--- config.mk ---
export PLATFORM = sky130hd
export DESIGN_NAME = muldiv_unit
export DESIGN_NICKNAME = d
export VERILOG_FILES = /design/src/rtl/muldiv_pkg.sv /design/src/rtl/muldiv_sign_fix.sv /design/src/rtl/muldiv_unit.sv
export SDC_FILE = /design/constraint.sdc
export NUM_CORES = 1
export LEC_CHECK = 0
export BUFFER_PORTS_ARGS = -buffer_cell sky130_fd_sc_hd__buf_2
export CAP_MARGIN = 20
export CORE_MARGIN = 2
export CORE_UTILIZATION = 45
export DETAILED_ROUTE_END_ITERATION = 10
export PLACE_DENSITY_LB_ADDON = 0.3
export SLEW_MARGIN = 20
export SYNTH_ARGS = -nofsm -noshare
export SYNTH_HDL_FRONTEND = slang
export SYNTH_SLANG_ARGS = --single-unit
--- constraint.sdc ---
create_clock -name clk -period 3.05 [get_ports clk]
set_input_delay 0.305 -clock clk [delete_from_list [all_inputs] [get_ports clk]]
set_output_delay 0.305 -clock clk [all_outputs]
set_load 0.02 [all_outputs]
--- src/rtl/muldiv_pkg.sv ---
// muldiv_pkg: shared FSM state encoding and operation codes for muldiv_unit
package muldiv_pkg;
    typedef enum logic [1:0] {IDLE, RUN, FIX, DONE} state_t;
    localparam logic OP_MUL = 1'b0;
    localparam logic OP_DIV = 1'b1;
endpackage

--- src/rtl/muldiv_sign_fix.sv ---
// muldiv_sign_fix: two's-complement negate-or-pass, used both for operand magnitudes and result sign correction
// Ports: i_x value, i_neg negate when 1, o_y result
module muldiv_sign_fix #(
    parameter int WIDTH = 32
) (
    input  logic [WIDTH-1:0] i_x,
    input  logic             i_neg,
    output logic [WIDTH-1:0] o_y
);
    assign o_y = i_neg ? -i_x : i_x;
endmodule

--- src/rtl/muldiv_unit.sv ---
// muldiv_unit: iterative multiply (shift-add) / divide (restoring), one bit per cycle on operand magnitudes
// Ports: clk, reset (sync, active-high); start/op/is_signed/a/b request inputs captured in IDLE;
//        busy, done (one-cycle pulse), div_zero, hi (product high / remainder), lo (product low / quotient)
// Config: define MULDIV_SIGNED_EN to honour is_signed; otherwise all operands are unsigned
module muldiv_unit
    import muldiv_pkg::*;
#(
    parameter int WIDTH = 32
) (
    input  logic             clk,
    input  logic             reset,
    input  logic             start,
    input  logic             op,
    input  logic             is_signed,
    input  logic [WIDTH-1:0] a,
    input  logic [WIDTH-1:0] b,
    output logic             busy,
    output logic             done,
    output logic             div_zero,
    output logic [WIDTH-1:0] hi,
    output logic [WIDTH-1:0] lo
);
    localparam int CW = $clog2(WIDTH);
    localparam logic [CW-1:0] LAST = CW'(WIDTH - 1);
    state_t           r_state;
    logic [CW-1:0]    r_cnt;
    logic [WIDTH-1:0] r_acc, r_q, r_b, r_hi, r_lo;
    logic             r_op, r_nlo, r_nhi, r_busy, r_done, r_dz;
    logic             w_sa, w_sb, w_ge;
    logic [WIDTH-1:0] w_amag, w_bmag, w_acc_n, w_q_n, w_hi_res, w_lo_res;
    logic [WIDTH:0]   w_sum, w_sh;
`ifdef MULDIV_SIGNED_EN
    logic [2*WIDTH-1:0] w_prod;
    logic [WIDTH-1:0]   w_quo, w_rem;
    assign w_sa = is_signed & a[WIDTH-1];
    assign w_sb = is_signed & b[WIDTH-1];
    // product sign is the xor of operand signs; remainder follows the dividend
    muldiv_sign_fix #(.WIDTH(2*WIDTH)) u_fix_p (.i_x({r_acc, r_q}), .i_neg(r_nlo), .o_y(w_prod));
    muldiv_sign_fix #(.WIDTH(WIDTH))   u_fix_q (.i_x(r_q),          .i_neg(r_nlo), .o_y(w_quo));
    muldiv_sign_fix #(.WIDTH(WIDTH))   u_fix_r (.i_x(r_acc),        .i_neg(r_nhi), .o_y(w_rem));
    assign w_hi_res = (r_op == OP_DIV) ? w_rem : w_prod[2*WIDTH-1:WIDTH];
    assign w_lo_res = (r_op == OP_DIV) ? w_quo : w_prod[WIDTH-1:0];
`else
    logic w_unused;
    assign w_sa     = 1'b0;
    assign w_sb     = 1'b0;
    assign w_unused = ^{is_signed, r_nlo, r_nhi};
    assign w_hi_res = r_acc;
    assign w_lo_res = r_q;
`endif
    muldiv_sign_fix #(.WIDTH(WIDTH)) u_fix_a (.i_x(a), .i_neg(w_sa), .o_y(w_amag));
    muldiv_sign_fix #(.WIDTH(WIDTH)) u_fix_b (.i_x(b), .i_neg(w_sb), .o_y(w_bmag));
    // multiply: {acc,q} shifts right, adding the multiplicand when the next multiplier bit is set
    assign w_sum = {1'b0, r_acc} + (r_q[0] ? {1'b0, r_b} : '0);
    // divide: {acc,q} shifts left, subtracting the divisor when it fits; wrap in the subtract is harmless
    // because the kept difference is always below the divisor
    assign w_sh    = {r_acc, r_q[WIDTH-1]};
    assign w_ge    = w_sh >= {1'b0, r_b};
    assign w_acc_n = (r_op == OP_MUL) ? w_sum[WIDTH:1] : (w_ge ? w_sh[WIDTH-1:0] - r_b : w_sh[WIDTH-1:0]);
    assign w_q_n   = (r_op == OP_MUL) ? {w_sum[0], r_q[WIDTH-1:1]} : {r_q[WIDTH-2:0], w_ge};
    always_ff @(posedge clk) begin
        if (reset) begin
            r_state <= IDLE;
            r_cnt   <= '0;
            r_acc   <= '0;
            r_q     <= '0;
            r_b     <= '0;
            r_hi    <= '0;
            r_lo    <= '0;
            r_op    <= 1'b0;
            r_nlo   <= 1'b0;
            r_nhi   <= 1'b0;
            r_busy  <= 1'b0;
            r_done  <= 1'b0;
            r_dz    <= 1'b0;
        end else begin
            r_done <= 1'b0;
            case (r_state)
                IDLE: if (start) begin
                    r_op   <= op;
                    r_nlo  <= w_sa ^ w_sb;
                    r_nhi  <= w_sa;
                    r_acc  <= '0;
                    r_q    <= w_amag;
                    r_b    <= w_bmag;
                    r_cnt  <= '0;
                    r_busy <= 1'b1;
                    if (op == OP_DIV && b == '0) begin
                        r_state <= DONE;
                        r_done  <= 1'b1;
                        r_dz    <= 1'b1;
                    end else begin
                        r_state <= RUN;
                    end
                end
                RUN: begin
                    r_acc <= w_acc_n;
                    r_q   <= w_q_n;
                    r_cnt <= r_cnt + 1'b1;
                    if (r_cnt == LAST) r_state <= FIX;
                end
                FIX: begin
                    r_state <= DONE;
                    r_done  <= 1'b1;
                    r_dz    <= 1'b0;
                    r_hi    <= w_hi_res;
                    r_lo    <= w_lo_res;
                end
                DONE: begin
                    r_state <= IDLE;
                    r_busy  <= 1'b0;
                end
                default: r_state <= IDLE;
            endcase
        end
    end
    assign busy     = r_busy;
    assign done     = r_done;
    assign div_zero = r_dz;
    assign hi       = r_hi;
    assign lo       = r_lo;
endmodule

==> results.sh, run 1 <==
export IMPL_die_h_um=157
export IMPL_ys_ff_latch=171
export IMPL_fmax_mhz=302
export IMPL_syn_cell_area_um2=10500
export IMPL_violations="setup timing"
export IMPL_numCtsBuffers=17
export IMPL_crit_arrival_ps=3630
export IMPL_antenna_found_initial=4
export IMPL_rsz0062_at_grt="yes"
export IMPL_die_width_um=157
export IMPL_overflow=0
export IMPL_skew_ps=15.2
export IMPL_synth_nets=1467
export IMPL_grt_pass1_wl_mm=47.8
export IMPL_dr_first_iter_drc_count=630
export IMPL_layout_commonest_cell="nor2_1"
export IMPL_drc=0
export IMPL_vias=10324
export IMPL_start_kind="flip-flop"
export IMPL_grt_pass1_vias=9631
export IMPL_yosysWarningCount=0
export IMPL_clk_latency_ps=440
export IMPL_row_count=55
export IMPL_layout_min_cycle_time_ps=3310
export IMPL_drt_pass1_iter_count=5
export IMPL_postRouteAntennaNets=0
export IMPL_ys_async_sr_fraction_pct=0
export IMPL_synth_edff_count=0
export IMPL_hold_viol=0
export IMPL_drt_total_wl_mm=30.9
export IMPL_p_per_area_nw_per_um2=749
export IMPL_nets=1679
export IMPL_hold_class="in2reg"
export IMPL_worst_pin_slew_ps=917
export IMPL_cts_root_buf="clkbuf_16"
export IMPL_slew_violations=0
export IMPL_tns_ps=-1280
export IMPL_regToRegSetupSlack_ps=-260
export IMPL_synth_cell_types=68
export IMPL_ioPinCount=136
export IMPL_routed_via_density=5.53
export IMPL_path_clk_slew_ps=80
export IMPL_grtUsageTotal_pct=24.1
export IMPL_initial_core_util_pct=46.2
export IMPL_postLayoutCoreUtil_pct=59.2
export IMPL_most_common_layout_cells="nor2_1, dfxtp_1, nand2_1, buf_2, a21oi_1"
export IMPL_cts_sinks=171
export IMPL_stdcell_count=1868
export IMPL_ir_drop_v=0.000447
export IMPL_p_leak_nw=6.05
export IMPL_maxSlewHeadroom_pct=38.9
export IMPL_fin_ws_ps=-258
export IMPL_worstPathRequired_ps=3380
export IMPL_dp_cells=1806
export IMPL_core_area_um2=22800
export IMPL_finalCritPeriodShare_pct=108
export IMPL_dp_final_hpwl_mm=21.7
export IMPL_setup_violations=10
export IMPL_yosysSeqAreaShare_pct=32.5
export IMPL_p_total_w=0.0101
export IMPL_path_max_fanout=5
export IMPL_wl_per_cell_um=16.5
export IMPL_synthToLayoutAreaGrowth_pct=28.0
export IMPL_holdWs_ps=106
export IMPL_status="finished with violations"
export IMPL_path_class="reg2reg"
export IMPL_ys_flop_type="dfxtp_1"
export IMPL_tritoncts="built"
export IMPL_io_buffers=134
export IMPL_dieArea_um2=24600
export IMPL_end_kind="flip-flop"
export IMPL_cts_path_max_buffers=2
export IMPL_cts_htree_levels=4
export IMPL_drv_cap=0
export IMPL_drive_gt1_share_pct=25.3
export IMPL_routabilityCongestion=0.940
export IMPL_grt_max_degree=88
export IMPL_ctsHoldBuffers=0
export IMPL_avgSynthCellArea_um2=7.94
export IMPL_n_fill_cell=2050
export IMPL_synthCells=1326
[logic make-up (layout without fill, tap and decap cells)]
| logic type | after synthesis | after routing | synth area share, % |
|---|---|---|---|
| AND/OR/NAND/NOR | 438 | 438 | 17.6 |
| AO/OA/AOI/OAI | 359 | 359 | 22.1 |
| XOR/XNOR | 53 | 53 | 4.41 |
| adder cells (fa/ha/maj) | 72 | 72 | 8.70 |
| other | 0 | 4 | 0 |
| flip-flops | 171 | 171 | 32.5 |
| multiplexers | 105 | 105 | 9.98 |
| buffers and inverters | 128 | 353 | 4.69 |
[flip-flops by register name (all words and copies together), names as in the netlist]
| register | count |
|---|---|
| hi | 32 |
| r_op | 1 |
| r_acc | 32 |
| r_cnt | 5 |
| done | 1 |
| lo | 32 |
| r_q | 32 |
| busy | 1 |
| r_state | 2 |
| r_b | 32 |
| div_zero | 1 |
[layout make-up]
cell class / instances / area [um2] / area share, %
Antenna cell: 4 / 10.0 / 0.0742
Clock buffer: 17 / 425 / 3.16
Clock inverter: 15 / 178 / 1.32
Inverter: 54 / 206 / 1.53
Multi-Input combinational cell: 1027 / 7060 / 52.4
Sequential cell: 171 / 3430 / 25.5
Tap cell: 313 / 392 / 2.90
Timing Repair Buffer: 267 / 1780 / 13.2
[Yosys cell counts, drive strengths merged, types with 3 or more instances]
| cell type | number | area, um2 |
|---|---|---|
| nor2 | 216 | 811 |
| dfxtp | 171 | 3420 |
| a21oi | 140 | 708 |
| nand2 | 135 | 507 |
| mux2i | 105 | 1050 |
| ha | 70 | 876 |
| clkbuf | 54 | 203 |
| inv | 54 | 203 |
| o21ai | 50 | 258 |
| a211oi | 39 | 298 |
| a21o | 31 | 233 |
| xnor2 | 28 | 245 |
| xor2 | 25 | 219 |
| a22oi | 21 | 158 |
| buf | 20 | 88.8 |
| o211ai | 17 | 128 |
| and3 | 15 | 93.8 |
| nor3 | 12 | 60.1 |
| nand3 | 11 | 55.1 |
| nand2b | 9 | 56.3 |
| a31oi | 8 | 65.1 |
| and2 | 8 | 50.1 |
| nand4 | 8 | 50.1 |
| nor2b | 7 | 51.3 |
| o21a | 7 | 52.6 |
| o21bai | 7 | 52.6 |
| nor4 | 6 | 37.5 |
| a2111oi | 4 | 35.0 |
| a221o | 4 | 40.0 |
| o31ai | 4 | 48.8 |
| a22o | 3 | 26.3 |
| a32oi | 3 | 26.3 |
| o2111ai | 3 | 26.3 |
| o41ai | 3 | 26.3 |
[metrics by stage]
step | cell area [um2] | worst slack (ps)
global placement | 12200 | -164
CTS | 12900 | -162
detailed placement | 12200 | -223
finish | 13500 | -258
global route | 13500 | -324
floorplan | 10600 | 26.9
[critical path, stage by stage (launching register included)]
cell and delay (ps):
dfxtp_4 380, clkinvlp_4 190, buf_6 170, buf_6 110
nor2_4 90, ha_4 220, a21o_1 180, o41a_1 480
a31oi_4 250, o31a_4 200, buf_6 110, o21ai_4 70
a311oi_2 310, xnor2_1 90, a221o_1 320
[where the power goes]
group	internal, W	switching [W]	total (W)
Sequential	0.00262	0.000374	0.00300
Clock	0.00110	0.00110	0.00221
Combinational	0.00211	0.00278	0.00489
[routing by layer]
layer / vias to the layer above / share of wire [%] / GRT usage [%]
met5: - / 0 / 0
met4: 0 / 2.9 / 8.17
met3: 64 / 5.4 / 4.98
met2: 284 / 47 / 40.0
met1: 4860 / 45 / 31.2
li1: 5116 / - / -
[final timing paths]
kind / to / startpoint / depth (start not counted)
worst max-delay path: r_acc[25] / r_q[0] / 14
worst min-delay path: r_b[4] / b[4] / 3
worst min register to register: r_b[17] / r_b[17] / 2
worst max register to register: r_acc[25] / r_q[0] / 14
[timing repair]
item                                   in CTS  in global routing
buffers inserted                           10                 20
resized for setup                          20                 98
pin swaps                                  15                 59
endpoints found under the hold margin       0                  0
setup endpoints to repair                  14                 30
Note: power is estimated with default switching activity, not from simulation.
==> run 2: changes to the inputs <==
- CORE_ASPECT_RATIO: not set -> 1.1
- CORE_UTILIZATION: 45 -> 50
- SYNTH_HIERARCHICAL: not set -> 1
==> run 2 against run 1 <==
  * Fmax is 12% higher
  * The flow now finishes without violations
  * Largest power group unchanged
  * Critical path depth shrank 2
  * Register-to-register slack better by 360 ps
  * Final cell count grew 21%
  * Synthesized cell count up 27%
  * Critical endpoint is now r_acc[4]
==> results.sh, run 2 <==
export IMPL_grtUsageTotal_pct=29.9
export IMPL_multi_input_area_um2=9200
export IMPL_wl_per_cell_um=18.1
export IMPL_worst_pin_slew_ps=724
export IMPL_path_class="reg2reg"
export IMPL_fmax_mhz=339
export IMPL_routabilityCongestion=0.962
export IMPL_initial_core_util_pct=50.9
export IMPL_synthXorXnorAreaFrac_pct=6.94
export IMPL_post_place_ws_ps=-83.1
export IMPL_n_antenna_cell=0
export IMPL_routed_via_density=5.82
export IMPL_grt_pass1_wl_mm=64.0
export IMPL_synthMostInstantiatedCell="nor2_1"
export IMPL_grt_max_degree=72
export IMPL_synth_simple_area_share_pct=22.1
export IMPL_drive_gt1_share_pct=21.9
export IMPL_skew_ps=14.4
export IMPL_overflow=0
export IMPL_synthCells=1682
export IMPL_synthAdderAreaFrac_pct=7.31
export IMPL_start_kind="flip-flop"
export IMPL_die_h_um=172
export IMPL_drt_total_wl_mm=40.6
export IMPL_most_common_layout_cells="nor2_1, nand2_1, dfxtp_1, buf_4, buf_2"
export IMPL_io_buffers=134
export IMPL_status="finished clean"
export IMPL_fin_ws_ps=102
export IMPL_layout_commonest_cell="nor2_1"
export IMPL_setup_violations=0
export IMPL_clk_latency_ps=460
export IMPL_dieArea_um2=27000
export IMPL_rsz0062_at_grt="yes"
export IMPL_netlist_area_leader_share_pct=26.6
export IMPL_nets=2035
export IMPL_drv_cap=0
export IMPL_end_kind="flip-flop"
export IMPL_ys_async_sr_fraction_pct=0
export IMPL_path_max_fanout=11
export IMPL_layout_min_cycle_time_ps=2950
export IMPL_synthMuxAreaShare_pct=8.10
export IMPL_numCtsBuffers=17
export IMPL_path_clk_slew_ps=70
export IMPL_slew_violations=0
export IMPL_syn_cell_area_um2=12900
export IMPL_cts_root_buf="clkbuf_16"
export IMPL_p_per_area_nw_per_um2=676
export IMPL_ioPinCount=136
export IMPL_ys_flop_type="dfxtp_1"
export IMPL_dp_final_hpwl_mm=30.7
export IMPL_synth_top_family_by_area="compound AO/OA/AOI/OAI gates"
export IMPL_ys_ff_latch=171
export IMPL_cts_htree_levels=4
export IMPL_tritoncts="built"
export IMPL_crit_arrival_ps=3280
export IMPL_drt_pass1_iter_count=9
export IMPL_dr_first_iter_drc_count=985
export IMPL_core_area_um2=25300
export IMPL_synth_cell_types=80
export IMPL_hold_class="in2reg"
export IMPL_antenna_found_initial=1
export IMPL_synth_edff_count=0
export IMPL_p_total_w=0.0107
export IMPL_synth_area_leader_cell="dfxtp_1"
export IMPL_drc=0
export IMPL_postRouteAntennaNets=0
export IMPL_r2r_cells=12
export IMPL_maxSlewHeadroom_pct=51.2
export IMPL_vias=13105
export IMPL_hold_viol=0
export IMPL_yosysSeqAreaShare_pct=26.6
export IMPL_cts_path_max_buffers=2
export IMPL_n_fill_cell=2253
export IMPL_synth_compound_area_share_pct=23.4
export IMPL_worstPathRequired_ps=3380
export IMPL_yosys_top_cells_count="nor2_1, nand2_1, dfxtp_1"
export IMPL_tns_ps=0
export IMPL_yosysWarningCount=6
export IMPL_synthTopCellsByArea="dfxtp_1, mux2i_1, ha_1"
export IMPL_synthToLayoutAreaGrowth_pct=22.5
export IMPL_row_count=61
export IMPL_grt_pass1_vias=12211
export IMPL_avgSynthCellArea_um2=7.65
export IMPL_seqCellArea_um2=3440
export IMPL_cts_sinks=171
export IMPL_die_width_um=157
export IMPL_p_leak_nw=6.62
export IMPL_ir_drop_v=0.000490
export IMPL_finalCritPeriodShare_pct=96.7
export IMPL_holdPathStages=3
run 2: cell types whose count changed after synthesis, sizes merged, moves of 15 or more:
| cell | previous run | this run |
|---|---|---|
| nand2 | 135 | 181 |
| and2 | 8 | 40 |
| nand3 | 11 | 26 |
| o21ai | 50 | 82 |
| clkbuf | 54 | 78 |
| nor3 | 12 | 27 |
| o31ai | 4 | 21 |
| o41ai | 3 | 26 |
| xnor2 | 28 | 84 |
run 2: where the power goes:
part           total [W]  internal, W  switching [W]
clock network    0.00219      0.00115        0.00104
registers        0.00305      0.00263       0.000420
logic            0.00540      0.00230        0.00310
total             0.0107      0.00609        0.00456
run 2: what timing repair did:
item | in CTS | in global routing
endpoints found under the hold margin | 0 | 0
setup endpoints to repair | 22 | 31
setup buffers | 1 | 8
hold buffers | 0 | 0
pin swaps | 4 | 28
resized for setup | 11 | 77
run 2: kinds of logic after synthesis:
family	count (synthesis)
and+or+nand+nor	608
other	1
buffers and inverters	172
adders and majority gates	74
xor gates and xnor gates	102
DFF	171
AOI/OAI and AO/OA	450
muxes	104
run 2: worst max-delay path: stages (launching register included):
cell and delay, ps:
dfxtp_2 350, inv_1 70, ha_4 290, nand4b_1 170
or4_4 590, o41ai_4 380, nor3_4 60, buf_4 160
buf_6 140, buf_4 170, nand2_1 70, o21ai_0 80
a221o_1 320
run 2: layer usage:
layer	GRT usage, %	wire length, um	vias up	part of all wire [%]
li1	-	-	6469	-
met1	38.2	17900	6118	44
met2	50.2	19000	431	47
met3	4.69	2320	85	5.7
met4	12.5	1410	2	3.5
met5	0	11	-	0.027
run 2: final cells by class:
| type | instances | area share, % |
|---|---|---|
| clock buffers | 17 | 2.70 |
| flip-flops and latches | 171 | 21.8 |
| repair buffers | 286 | 11.8 |
| multi-input cells | 1350 | 58.4 |
| clock inverters | 15 | 0.984 |
| inverters | 66 | 1.57 |
| well taps | 346 | 2.75 |
run 2: final timing paths:
kind	from	endpoint	slack, ps
setup / recovery	r_b[31]	r_acc[4]	100
hold / removal	op	r_op	110
setup reg to reg	r_b[31]	r_acc[4]	100
hold reg to reg	r_b[29]	r_b[29]	470
run 2: stage by stage:
step / std cells / area, um2 / hold WS [ps] / util [%]
floorplan: 1693 / 12900 / 441 / -
global placement: 2210 / 14700 / 463 / 58.2
detailed placement: 2210 / 14700 / 466 / 58.2
CTS: 2243 / 15300 / 88.9 / 60.7
global route: 2251 / 15800 / 127 / 62.4
finish: 2251 / 15800 / 106 / 62.4
==> run 3: changes to the inputs <==
- BUFFER_PORTS_ARGS: -buffer_cell sky130_fd_sc_hd__buf_2 -> not set
- DONT_BUFFER_PORTS: not set -> 1
- SYNTH_HIERARCHICAL: 1 -> not set
- clock period: 3.05 -> 3.8 ns (I/O delays scaled with it)
==> run 3 against run 2 <==
  * Register-to-register slack improved by 90 ps
  * Die area fell by 18%
  * Via count fell by 30%
  * Power fell by 32%
  * Sequential power fell by 18%
  * Core utilization fell by 7.3 points
  * Critical endpoint is now r_acc[29]
==> results.sh, run 3 (synthesis results as in run 1) <==
export IMPL_die_width_um=142
export IMPL_overflow=0
export IMPL_p_per_area_nw_per_um2=637
export IMPL_n_antenna_cell=0
export IMPL_hold_viol=0
export IMPL_drive_gt1_share_pct=5.36
export IMPL_worst_pin_slew_ps=1050
export IMPL_maxSlewHeadroom_pct=29.6
export IMPL_slew_violations=0
export IMPL_vias=9113
export IMPL_n_fill_cell=1925
export IMPL_layout_min_cycle_time_ps=3610
export IMPL_finalInstanceArea_um2=11400
export IMPL_most_common_layout_cells="nor2_1, dfxtp_1, a21oi_1, nand2_1, mux2i_1"
export IMPL_tritoncts="built"
export IMPL_routabilityCongestion=0.905
export IMPL_met3_length_mm=1.81
export IMPL_worstPathRequired_ps=4130
export IMPL_slowest_delay_ps=440
export IMPL_setup_violations=0
export IMPL_hold_class="in2reg"
export IMPL_cts_htree_levels=4
export IMPL_grt_pass1_vias=8716
export IMPL_initial_core_util_pct=51.0
export IMPL_layout_commonest_cell="nor2_1"
export IMPL_crit_arrival_ps=3940
export IMPL_path_clk_slew_ps=70
export IMPL_grt_max_degree=138
export IMPL_wl_met2_mm=12.8
export IMPL_ir_drop_v=0.000419
export IMPL_path_cells="and2_1 -> ha_1 -> inv_1 -> fa_1 -> nor2b_4 -> o21ai_2 -> a21oi_1 -> o41a_1 -> a31oi_4 -> o31a_4 -> o31ai_2 -> a21o_1 -> a21oi_2 -> xnor2_1 -> a221o_1"
export IMPL_highest_layer="met4"
export IMPL_antenna_found_initial=0
export IMPL_routed_via_density=5.83
export IMPL_nets=1434
export IMPL_cts_root_buf="clkbuf_16"
export IMPL_drt_total_wl_mm=26.9
export IMPL_start_kind="flip-flop"
export IMPL_synthToLayoutAreaGrowth_pct=8.09
export IMPL_dieArea_um2=22200
export IMPL_path_max_fanout=5
export IMPL_path_class="reg2reg"
export IMPL_io_buffers=0
export IMPL_postRouteAntennaNets=0
export IMPL_grt_pass1_wl_mm=43.6
export IMPL_clk_latency_ps=440
export IMPL_critPathTopFamily="compound AO/OA/AOI/OAI gates"
export IMPL_tns_ps=0
export IMPL_die_h_um=156
export IMPL_drv_cap=0
export IMPL_wl_per_cell_um=17.2
export IMPL_grtUsageTotal_pct=24.3
export IMPL_dr_first_iter_drc_count=538
export IMPL_numCtsBuffers=17
export IMPL_end_kind="flip-flop"
export IMPL_cts_path_max_buffers=2
export IMPL_status="finished clean"
export IMPL_dp_final_hpwl_mm=19.2
export IMPL_seqCellArea_um2=3430
export IMPL_critical_path_slowest_cell="fa_1"
export IMPL_wl_met1_mm=11.6
export IMPL_drc=0
export IMPL_crit_buf_inv=1
export IMPL_rsz0062_at_grt="no"
export IMPL_multi_input_area_um2=6660
export IMPL_core_area_um2=20600
export IMPL_fmax_mhz=277
export IMPL_cts_sinks=171
export IMPL_row_count=55
export IMPL_place_area_um2=10700
export IMPL_skew_ps=11.2
export IMPL_ioPinCount=136
export IMPL_finalCritPeriodShare_pct=95.0
export IMPL_p_leak_nw=4.73
export IMPL_drt_pass1_iter_count=5
[run 3: cell types whose count changed in the layout (fill, tap and decap cells not counted), sizes merged, moves of 15 or more]
cell and change:
and2 -32, o21ai -32, nand3 -15, nor3 -15
xnor2 -56, nand2 -46, o41ai -23, buf -268
o31ai -17
[run 3: where the power goes]
| part | internal (W) | leakage (nW) | total, W | switching [W] |
|---|---|---|---|---|
| Clock | 0.00101 | 0.289 | 0.00181 | 0.000801 |
| Combinational | 0.00117 | 3.05 | 0.00295 | 0.00178 |
| Sequential | 0.00210 | 1.39 | 0.00249 | 0.000390 |
[run 3: cell type report]
type | count | share of cell area [%]
flip-flops and latches | 171 | 30.1
clock buffers | 19 | 3.89
inverters | 54 | 1.78
well taps | 256 | 2.81
multi-input cells | 1027 | 58.5
clock inverters | 13 | 1.36
repair buffers | 22 | 1.54
[run 3: metal layers]
layer / vias to the layer above / track usage (%)
li1: 4616 / -
met1: 4219 / 29.4
met2: 236 / 41.6
met3: 42 / 6.43
met4: 0 / 8.44
met5: - / 0
[run 3: worst paths after layout]
path / depth (start not counted) / to / startpoint / slack [ps]
max: 15 / r_acc[29] / r_q[0] / 190
min reg2reg: 2 / r_b[21] / r_b[21] / 450
max reg2reg: 15 / r_acc[29] / r_q[0] / 190
min: 1 / hi[11] / reset / 10
[run 3: repair_timing]
item                       CTS  global route
resized for setup            0             1
setup endpoints to repair    0             1
hold buffers                 3             1
hold endpoints to repair     7             2
buffers inserted             0             1
[run 3: through the flow]
step | total power, W | setup WS (ps) | utilization (%) | hold slack [ps] | cells
floorplan | 0.00481 | 564 | - | 436 | 1326
global route | 0.00774 | 34.3 | 55.1 | 1.87 | 1562
finish | 0.00725 | 190 | 55.1 | 11.6 | 1562
detailed placement | 0.00546 | 173 | 52.0 | 441 | 1525
CTS | 0.00728 | 153 | 55.1 | 2.10 | 1560
global placement | 0.00541 | 232 | 52.0 | 437 | 1525
